===== config.mk =====
export PLATFORM = sky130hd
export DESIGN_NAME = stage_pre_rotation_hs
export DESIGN_NICKNAME = d
export VERILOG_FILES = /design/src/rtl/cordic_pkg.sv /design/src/rtl/skid_buffer_2e.sv /design/src/rtl/stage_pre_rotation_hs.sv
export SDC_FILE = /design/constraint.sdc
export NUM_CORES = 1
export LEC_CHECK = 0
export CAP_MARGIN = 30
export CORE_MARGIN = 2
export CORE_UTILIZATION = 50
export CTS_CLUSTER_SIZE = 16
export DETAILED_ROUTE_END_ITERATION = 7
export GPL_TIMING_DRIVEN = 0
export PLACE_DENSITY = 0.74
export SLEW_MARGIN = 10
export SYNTH_ARGS = -nofsm -noshare
export SYNTH_HDL_FRONTEND = slang
export SYNTH_HIERARCHICAL = 1
export SYNTH_SLANG_ARGS = --single-unit

===== constraint.sdc =====
create_clock -name i_clk -period 6.5 [get_ports i_clk]
set_input_delay 1.3 -clock i_clk [delete_from_list [all_inputs] [get_ports i_clk]]
set_output_delay 1.3 -clock i_clk [all_outputs]
set_load 0.02 [all_outputs]

===== src/rtl/cordic_pkg.sv =====
// Shared constants and the angle-fold helper for the CORDIC pre-rotation stage.
// The fold maps any legal angle in [-180,+180] into [-90,+90] and reports a half-turn flip.
package cordic_pkg;

   localparam int FOLD_W = 9;

   localparam logic signed [FOLD_W-1:0] ANG_90  = 9'sd90;
   localparam logic signed [FOLD_W-1:0] ANG_180 = 9'sd180;

   typedef struct packed {
      logic                     flip;
      logic signed [FOLD_W-1:0] z;
   } fold_t;

   function automatic fold_t fold_angle(input logic signed [FOLD_W-1:0] angle);
      fold_t r;
      if (angle > ANG_90) begin
         r.flip = 1'b1;
         r.z    = angle - ANG_180;
      end else if (angle < -ANG_90) begin
         r.flip = 1'b1;
         r.z    = angle + ANG_180;
      end else begin
         r.flip = 1'b0;
         r.z    = angle;
      end
      return r;
   endfunction

endpackage


===== src/rtl/skid_buffer_2e.sv =====
// Generic 2-entry valid/ready skid buffer: an output register plus one overflow slot.
// o_ready is registered and drops only when the overflow slot is occupied.
module skid_buffer_2e #(
   parameter int W = 8
) (
   input  logic         i_clk,
   input  logic         i_reset,
   input  logic         i_valid,
   output logic         o_ready,
   input  logic [W-1:0] i_data,
   output logic         o_valid,
   input  logic         i_ready,
   output logic [W-1:0] o_data
);

   logic         r_out_valid;
   logic [W-1:0] r_out_data;
   logic         r_skid_valid;
   logic [W-1:0] r_skid_data;
   logic         r_ready;

   logic         w_in_fire;
   logic         w_out_fire;
   logic         w_out_valid_nxt;
   logic [W-1:0] w_out_data_nxt;
   logic         w_skid_valid_nxt;
   logic [W-1:0] w_skid_data_nxt;

   assign w_in_fire  = i_valid && r_ready;
   assign w_out_fire = r_out_valid && i_ready;

   // Next-state of both slots; a held skid entry always drains before new input is taken.
   always_comb begin
      w_out_valid_nxt  = r_out_valid;
      w_out_data_nxt   = r_out_data;
      w_skid_valid_nxt = r_skid_valid;
      w_skid_data_nxt  = r_skid_data;
      if (r_skid_valid) begin
         if (w_out_fire) begin
            w_out_data_nxt   = r_skid_data;
            w_skid_valid_nxt = 1'b0;
         end else begin
            w_out_valid_nxt  = r_out_valid;
         end
      end else if (w_in_fire) begin
         if (!r_out_valid || w_out_fire) begin
            w_out_valid_nxt = 1'b1;
            w_out_data_nxt  = i_data;
         end else begin
            w_skid_valid_nxt = 1'b1;
            w_skid_data_nxt  = i_data;
         end
      end else if (w_out_fire) begin
         w_out_valid_nxt = 1'b0;
      end else begin
         w_out_valid_nxt = r_out_valid;
      end
   end

   // Slot registers; reset drops everything in flight.
   always_ff @(posedge i_clk) begin
      if (i_reset) begin
         r_out_valid  <= 1'b0;
         r_out_data   <= {W{1'b0}};
         r_skid_valid <= 1'b0;
         r_skid_data  <= {W{1'b0}};
         r_ready      <= 1'b0;
      end else begin
         r_out_valid  <= w_out_valid_nxt;
         r_out_data   <= w_out_data_nxt;
         r_skid_valid <= w_skid_valid_nxt;
         r_skid_data  <= w_skid_data_nxt;
         r_ready      <= !w_skid_valid_nxt;
      end
   end

   assign o_ready = r_ready;
   assign o_valid = r_out_valid;
   assign o_data  = r_out_data;

endmodule


===== src/rtl/stage_pre_rotation_hs.sv =====
// Handshaked CORDIC pre-rotation stage: folds the angle into [-90,+90], builds the four
// seed vertices from the +K/-K pair, and delivers tokens through a 2-entry skid buffer.
module stage_pre_rotation_hs
   import cordic_pkg::*;
#(
   parameter int COORD_W = 10,
   parameter int COLOR_W = 9,
   parameter int REF_W   = 9,
   parameter int ANGLE_W = 9,
   parameter int CORD_W  = 19,
   parameter int CNT_W   = 32
) (
   input  logic                      i_clk,
   input  logic                      i_reset,
   input  logic                      i_in_valid,
   output logic                      o_in_ready,
   input  logic                      i_in_bubble,
   input  logic [COLOR_W-1:0]        i_in_color,
   input  logic [COORD_W-1:0]        i_in_pixel_x,
   input  logic [COORD_W-1:0]        i_in_pixel_y,
   input  logic [REF_W-1:0]          i_in_ref_x,
   input  logic [REF_W-1:0]          i_in_ref_y,
   input  logic                      i_in_form,
   input  logic signed [ANGLE_W-1:0] i_in_angle,
   input  logic signed [CORD_W-1:0]  i_in_cord_pos,
   input  logic signed [CORD_W-1:0]  i_in_cord_neg,
   output logic                      o_out_valid,
   input  logic                      i_out_ready,
   output logic                      o_out_bubble,
   output logic [COLOR_W-1:0]        o_out_color,
   output logic [COORD_W-1:0]        o_out_pixel_x,
   output logic [COORD_W-1:0]        o_out_pixel_y,
   output logic [REF_W-1:0]          o_out_ref_x,
   output logic [REF_W-1:0]          o_out_ref_y,
   output logic                      o_out_form,
   output logic [CORD_W-1:0]         o_out_v1_x,
   output logic [CORD_W-1:0]         o_out_v1_y,
   output logic [CORD_W-1:0]         o_out_v2_x,
   output logic [CORD_W-1:0]         o_out_v2_y,
   output logic [CORD_W-1:0]         o_out_v3_x,
   output logic [CORD_W-1:0]         o_out_v3_y,
   output logic [CORD_W-1:0]         o_out_v4_x,
   output logic [CORD_W-1:0]         o_out_v4_y,
   output logic [ANGLE_W-1:0]        o_out_z,
   output logic                      o_out_enable_cordic,
   output logic [CNT_W-1:0]          o_tok_count
);

   localparam int TOK_W = 1 + COLOR_W + 2*COORD_W + 2*REF_W + 1 + 8*CORD_W + ANGLE_W + 1;
   localparam logic [CNT_W-1:0] CNT_MAX = {CNT_W{1'b1}};
   localparam logic [CNT_W-1:0] CNT_ONE = {{(CNT_W-1){1'b0}}, 1'b1};

   fold_t                      w_fold;
   logic signed [ANGLE_W-1:0]  w_z_fold;
   logic signed [CORD_W-1:0]   w_p;
   logic signed [CORD_W-1:0]   w_n;
   logic [CORD_W-1:0]          w_v1_x, w_v1_y, w_v2_x, w_v2_y;
   logic [CORD_W-1:0]          w_v3_x, w_v3_y, w_v4_x, w_v4_y;
   logic [ANGLE_W-1:0]         w_z;
   logic                       w_en;
   logic [TOK_W-1:0]           w_tok_in;
   logic [TOK_W-1:0]           w_tok_out;
   logic [CNT_W-1:0]           r_tok_count;

   assign w_fold   = fold_angle(FOLD_W'(i_in_angle));
   assign w_z_fold = ANGLE_W'(w_fold.z);

   // A flip swaps the roles of +K and -K, which rotates every seed vertex by 180 degrees.
   always_comb begin
      w_p = w_fold.flip ? i_in_cord_neg : i_in_cord_pos;
      w_n = w_fold.flip ? i_in_cord_pos : i_in_cord_neg;
      if (i_in_bubble) begin
         w_v1_x = {CORD_W{1'b0}};
         w_v1_y = {CORD_W{1'b0}};
         w_v2_x = {CORD_W{1'b0}};
         w_v2_y = {CORD_W{1'b0}};
         w_v3_x = {CORD_W{1'b0}};
         w_v3_y = {CORD_W{1'b0}};
         w_v4_x = {CORD_W{1'b0}};
         w_v4_y = {CORD_W{1'b0}};
         w_z    = {ANGLE_W{1'b0}};
         w_en   = 1'b0;
      end else begin
         w_v1_x = w_p;
         w_v1_y = w_p;
         w_v2_x = w_n;
         w_v2_y = w_p;
         w_v3_x = w_n;
         w_v3_y = w_n;
         w_v4_x = i_in_form ? w_n : w_p;
         w_v4_y = w_n;
         w_z    = w_z_fold;
         w_en   = (w_z_fold != {ANGLE_W{1'b0}});
      end
   end

   assign w_tok_in = {i_in_bubble, i_in_color, i_in_pixel_x, i_in_pixel_y,
                      i_in_ref_x, i_in_ref_y, i_in_form,
                      w_v1_x, w_v1_y, w_v2_x, w_v2_y,
                      w_v3_x, w_v3_y, w_v4_x, w_v4_y,
                      w_z, w_en};

   skid_buffer_2e #(
      .W (TOK_W)
   ) u_skid (
      .i_clk   (i_clk),
      .i_reset (i_reset),
      .i_valid (i_in_valid),
      .o_ready (o_in_ready),
      .i_data  (w_tok_in),
      .o_valid (o_out_valid),
      .i_ready (i_out_ready),
      .o_data  (w_tok_out)
   );

   assign {o_out_bubble, o_out_color, o_out_pixel_x, o_out_pixel_y,
           o_out_ref_x, o_out_ref_y, o_out_form,
           o_out_v1_x, o_out_v1_y, o_out_v2_x, o_out_v2_y,
           o_out_v3_x, o_out_v3_y, o_out_v4_x, o_out_v4_y,
           o_out_z, o_out_enable_cordic} = w_tok_out;

   // Delivered-token counter, sticks at all-ones.
   always_ff @(posedge i_clk) begin
      if (i_reset) begin
         r_tok_count <= {CNT_W{1'b0}};
      end else if (o_out_valid && i_out_ready && (r_tok_count != CNT_MAX)) begin
         r_tok_count <= r_tok_count + CNT_ONE;
      end
   end

   assign o_tok_count = r_tok_count;

endmodule


==> qor.yml, run 1 <==
final_cell_mix: "478 x a21oi_1, 457 x dfxtp_1, 339 x clkdlybuf4s50_1"
drive_gt1_share_pct: 14.2
critPathArrivalTime_ns: 5.21
synth_fa_ha_area_share_pct: 0.214
vdd_drop_max_v: 0.000186
maxSlewHeadroom_pct: 28.6
cts_resized: 0
io_buffers: 339
die-area_um2: 48600
grt_pass1_wl_mm: 123
synth_top_family_by_area: "compound AO/OA/AOI/OAI gates"
postLayoutCellArea_um2: 29300
reg2reg_from: "u_skid/r_skid_valid"
wl_met1_mm: 34.2
coreArea_um2: 46400
die_w_um: 220
criticalPathCategory: "input port to flip-flop"
drt-total-wl_mm: 81.6
ys.flop_type: "dfxtp_1"
p_per_area_nw_per_um2: 230
clock_skew_ns: 0.0273
grt_pass1_vias: 21800
drtIter0Drc: 2321
setup_slack_ns: 1.80
syn2layout_area_growth_pct: 25.2
synth_edf_count: 0
top_layer: "met5"
layout.nets: 3165
cellLeakagePower_uw: 0.00984
antenna_left: 0
place_congestion: 0.947
grt_max_degree: 14
postSynthCellCount: 2651
required_ns: 7.01
path_max_fanout: 10
hold_slack_ns: 0.464
cts.sinks: 457
vias: 23100
vias_per_cell: 6.21
ys_warn_count: 6
finalCritPeriodShare_pct: 72.3
r2r-end: "u_skid/o_data[14]"
cts_buffers: 49
async_flop_share_pct: 0
drc: 0
start_kind: "input port"
rows: 79
wl_met2_mm: 36.6
worstHoldStart: "u_skid/o_data[205]"
ioPinCount: 345
h-tree-depth: 2
cts_tree: "built"
synth_area_leaders: "dfxtp_1 39%, a21oi_1 10%, mux2i_1 9.1%, a21bo_2 9.0%, o31ai_1 6.8%"
period_needed_ns: 4.70
final_cells: 3713
final_common_cell: "a21oi_1"
ys_ff_latch: 457
worstMarginPinSlew_ns: 1.07
start_util_pct: 50.5
clkLatencyLatePin_ns: 0.60
firstDrtPassIters: 7
synth_xor_xnor_area_share_pct: 1.36
synth.area.mux_share_pct: 9.06
hold_class: "flip-flop to flip-flop"
yosysTopAreaCellShare_pct: 39.1
crit_path_end_kind: "flip-flop"
grtUsageTotal_pct: 32.3
hold_viol_final: 0
cts_max_path_buffers: 3
max_freq_ghz: 0.213
gr-total-overflow: 0
final_max_slew_viol_count: 0
rsz0062_at_grt: "false"
syn_area_per_cell_um2: 8.83
hold_depth: 2
synth_compound_area_share_pct: 27.6
status: "complete, no violations"
die_height_um: 220
antenna_found_initial: 14
postCtsHoldBufs: 0
postCtsSetupBuffers: 0
min_to: "u_skid/o_data[205]"
dr_wl_met3_mm: 6.94
tns_ns: 0
dpl.hpwl_mm: 59.4
dp.cells: 3614
yosys.area_share.simple_pct: 16.0
reg2regPathDepth: 7
yosysTopAreaCell: "dfxtp_1"
clock-root-buffer: "clkbuf_16"
dp_slack_ns: 1.25
syn-num-nets: 2755
setup_viol: 0
netlist-cell-type-count: 53
drv_cap: 0
wire_per_inst_um: 22.0
synth_seq_area_share_pct: 39.1
post_dp_cell_area_um2: 27700
clk_pin_slew_ns: 0.06
synth_area_um2: 23400
r2r_setup_slack_ns: 3.96
routing by layer:
metal	track usage, %	vias to the layer above
met2	50.4	1075
met5	0	-
met4	16.2	6
met3	5.80	220
li1	-	10700
met1	42.9	11000
state kept, by name, indices dropped and copies added (netlist names):
register and count:
u_skid/o_valid 1, u_skid/o_ready 1, u_skid/r_skid_valid 1, u_skid/r_skid_data 211, o_tok_count 32, u_skid/o_data 211
logic make-up after synthesis:
| kind of cell | Yosys count |
|---|---|
| adder cells (fa/ha/maj) | 4 |
| AO/OA/AOI/OAI | 945 |
| XOR/XNOR | 32 |
| flip-flops | 457 |
| AND/OR/NAND/NOR | 664 |
| buffers and inverters | 337 |
| multiplexers | 212 |
Yosys cell counts (7+ instances only):
cell / n
buf_2: 85
mux2i_1: 212
buf_4: 8
xnor2_1: 10
a21bo_2: 211
o31ai_1: 212
buf_6: 22
a21oi_2: 11
a21oi_1: 479
clkbuf_1: 176
nor2_1: 41
nand3_1: 228
xor2_1: 20
and3_1: 8
nand2_1: 132
buf_1: 37
or4_1: 211
o21ai_0: 8
dfxtp_1: 457
or3_1: 8
nand4_1: 7
stage by stage:
step	util, %	total power, uW
after floorplan	-	3540
after global placement	59.5	3950
after detailed placement	59.8	3980
after CTS	63.1	6730
after global routing	63.2	6930
final	63.2	6730
worst max-delay path, cell delays in order:
cell	delay, ns
clkdlybuf4s50_1	0.49
inv_1	0.20
ha_1	0.19
nand4b_2	0.12
nor4b_4	0.49
o31a_2	0.31
buf_6	0.18
buf_4	0.18
nand2_1	0.07
a21oi_1	0.81
mux2i_1	0.22
or4_1	0.47
a21oi_1	0.16
report_power, final:
group	leakage (uW)	switching, uW	internal, uW
Sequential	0.00370	41.4	2870
Clock	0.000761	1150	1620
Combinational	0.00538	675	374
Total	0.00984	1870	4860
worst max-delay path by stage:
stage / from / endpoint / slack [ns] / cells past startpoint
global placement: i_in_angle[2] / u_skid/o_data[27] / 1.16 / 13
detailed placement: i_in_angle[2] / u_skid/o_data[75] / 1.25 / 12
global route: i_in_angle[2] / u_skid/o_data[98] / 1.74 / 13
CTS: i_in_angle[2] / u_skid/o_data[75] / 1.88 / 12
finish: i_in_angle[2] / u_skid/o_data[94] / 1.80 / 13
floorplan: i_in_angle[2] / u_skid/o_data[100] / 2.79 / 12
final cells by class:
| type | instances | area (um2) |
|---|---|---|
| flip-flops and latches | 457 | 9150 |
| repair buffers | 359 | 3560 |
| multi-input cells | 1857 | 12700 |
| well taps | 607 | 759 |
| clock inverters | 10 | 128 |
| plain buffers | 332 | 1550 |
| fillers | 3887 | 17000 |
| clock buffers | 75 | 1420 |
| diodes | 11 | 27.5 |
| inverters | 5 | 18.8 |
(Power assumes the default switching activity.)
==> inputs of run 2 (changes only) <==
--- a/config.mk
+++ b/config.mk
@@ -11,7 +11,7 @@
 export CTS_CLUSTER_SIZE = 16
 export DETAILED_ROUTE_END_ITERATION = 7
 export GPL_TIMING_DRIVEN = 0
-export PLACE_DENSITY = 0.74
+export PLACE_DENSITY = 0.77
 export SLEW_MARGIN = 10
 export SYNTH_ARGS = -nofsm -noshare
 export SYNTH_HDL_FRONTEND = slang
==> constraint.sdc (replaced) <==
create_clock -name i_clk -period 3.8 [get_ports i_clk]
set_input_delay 0.76 -clock i_clk [delete_from_list [all_inputs] [get_ports i_clk]]
set_output_delay 0.76 -clock i_clk [all_outputs]
set_load 0.02 [all_outputs]
==> qor.yml, run 2 (synthesis gave the netlist of run 1 again) <==
wire_per_inst_um: 22.3  # +1.3%
syn2layout_area_growth_pct: 26.6
worstMarginPinSlew_ns: 1.14  # +0.0693 ns
clk_pin_slew_ns: 0.06  # about the same
final_cell_mix: "457 x dfxtp_1, 446 x a21oi_1, 339 x clkdlybuf4s50_1"
vdd_drop_max_v: 0.000381  # +100%
cts_max_path_buffers: 3  # unchanged
postLayoutCellArea_um2: 29600  # +1.1%
critPathArrivalTime_ns: 4.28  # -0.93 ns
path_max_fanout: 10  # unchanged
post_dp_cell_area_um2: 27700  # about the same
setup_viol: 0  # unchanged
postCtsHoldBufs: 0  # unchanged
p_per_area_nw_per_um2: 396  # +73%
crit_chain: "clkdlybuf4s50_1 > inv_1 > ha_1 > nand4b_2 > nor4b_4 > o31a_4 > buf_2 > nand2_1 > a21oi_2 > buf_4 > mux2i_1 > or4_1 > a21oi_1"
clock_skew_ns: 0.0151  # -0.0123 ns
final_max_slew_viol_count: 0  # unchanged
dp_slack_ns: -0.854  # -2.11 ns
gr-total-overflow: 0  # unchanged
postCtsSetupBuffers: 0  # unchanged
h-tree-depth: 2  # unchanged
vias_per_cell: 6.25  # +0.64%
firstDrtPassIters: 6  # -1
drc: 0  # unchanged
grt_max_degree: 15  # +1
status: "complete, no violations"
ioPinCount: 345  # unchanged
start_util_pct: 50.5  # unchanged
drv_cap: 0  # unchanged
slowest_delay_ns: 0.57  # -0.24 ns
die_w_um: 220  # unchanged
cts.sinks: 457  # unchanged
period_needed_ns: 3.76
rows: 79  # unchanged
antenna_found_initial: 21  # +7
start_kind: "input port"
dpl.hpwl_mm: 60.0  # +1.0%
die-area_um2: 48600  # unchanged
fillers: 3852  # -0.90%
crit_slowest_cell: "nor4b_4"
vias: 23300  # +0.85%
die_height_um: 220  # unchanged
io_buffers: 339  # unchanged
maxSlewHeadroom_pct: 24.0  # -4.6 points
hold_class: "flip-flop to flip-flop"
criticalPathCategory: "input port to flip-flop"
finalCritPeriodShare_pct: 98.8
hold_viol_final: 0  # unchanged
layout.nets: 3161  # -0.13%
grtUsageTotal_pct: 32.7  # +0.41 points
crit_path_end_kind: "flip-flop"
final_common_cell: "dfxtp_1"
drtIter0Drc: 2250  # -3.1%
drive_gt1_share_pct: 15.5  # +1.3 points
place_congestion: 0.929  # -2.0%
coreArea_um2: 46400  # unchanged
clock-root-buffer: "clkbuf_16"
grt_pass1_vias: 22200  # +1.8%
max_freq_ghz: 0.266
antenna_left: 0  # unchanged
cts_buffers: 49  # unchanged
r2r_setup_slack_ns: 1.18  # -2.78 ns
cellLeakagePower_uw: 0.00990  # +0.59%
drt-total-wl_mm: 82.8  # +1.5%
grt_pass1_wl_mm: 124  # +1.3%
required_ns: 4.32  # -2.69 ns
setup_slack_ns: 0.0438  # -1.76 ns
cts_tree: "built"
clkLatencyLatePin_ns: 0.60  # about the same
[run 2: what timing repair did]
action,CTS,global route
resized for setup,20,29
pin swaps,0,1
endpoints found under the setup margin,54,89
endpoints found under the hold margin,0,0
[run 2: report_power, final]
part           switching [uW]  total, uW  internal [uW]
Sequential               71.3       4980           4900
Clock                    2010       4930           2920
Combinational            1190       1840            650
Total                    3270      11700           8470
[run 2: metrics by stage]
step                      setup TNS (ns)  std cells  util (%)  total power, uW  hold slack, ns
after floorplan                        0       2651         -             6050           0.544
after global placement           -120.63       3597      59.5             6750           0.457
after detailed placement          -90.38       3613      59.7             6810           0.456
after CTS                              0       3704      63.5            11700           0.464
after global routing             -0.0480       3718      63.9            12100           0.483
final                                  0       3721      63.9            11700           0.463
[run 2: area by class of cell]
cell class	instances	area [um2]	area share, %
multi-input cells	1857	12900	43.7
plain buffers	332	1550	5.24
diodes	17	42.5	0.144
flip-flops and latches	457	9150	30.9
clock inverters	23	255	0.861
inverters	5	18.8	0.0633
well taps	607	759	2.56
clock buffers	68	1400	4.72
repair buffers	355	3520	11.9
[run 2: worst paths after layout]
path | startpoint | end | cells after the start
worst max-delay path | i_in_angle[2] | u_skid/o_data[117] | 13
worst min-delay path | u_skid/o_data[199] | u_skid/o_data[199] | 2
worst max register to register | u_skid/r_skid_valid | u_skid/o_data[108] | 6
worst min register to register | u_skid/o_data[199] | u_skid/o_data[199] | 2
[run 2: per-layer routing]
| metal | track usage, % | up-vias | wire length, um |
|---|---|---|---|
| met3 | 5.26 | 259 | 7090 |
| met1 | 42.6 | 11100 | 33800 |
| met5 | 0 | - | 57 |
| met4 | 18.4 | 8 | 4430 |
| li1 | - | 10700 | - |
| met2 | 51.6 | 1120 | 37400 |
[run 2: worst max-delay path, delay by kind of cell]
kind | cells | cell delay [ns]
adders and majority gates | 1 | 0.19
AOI/OAI and AO/OA | 3 | 0.78
muxes | 1 | 0.09
and+or+nand+nor | 4 | 1.27
buffers and inverters | 4 | 1.18
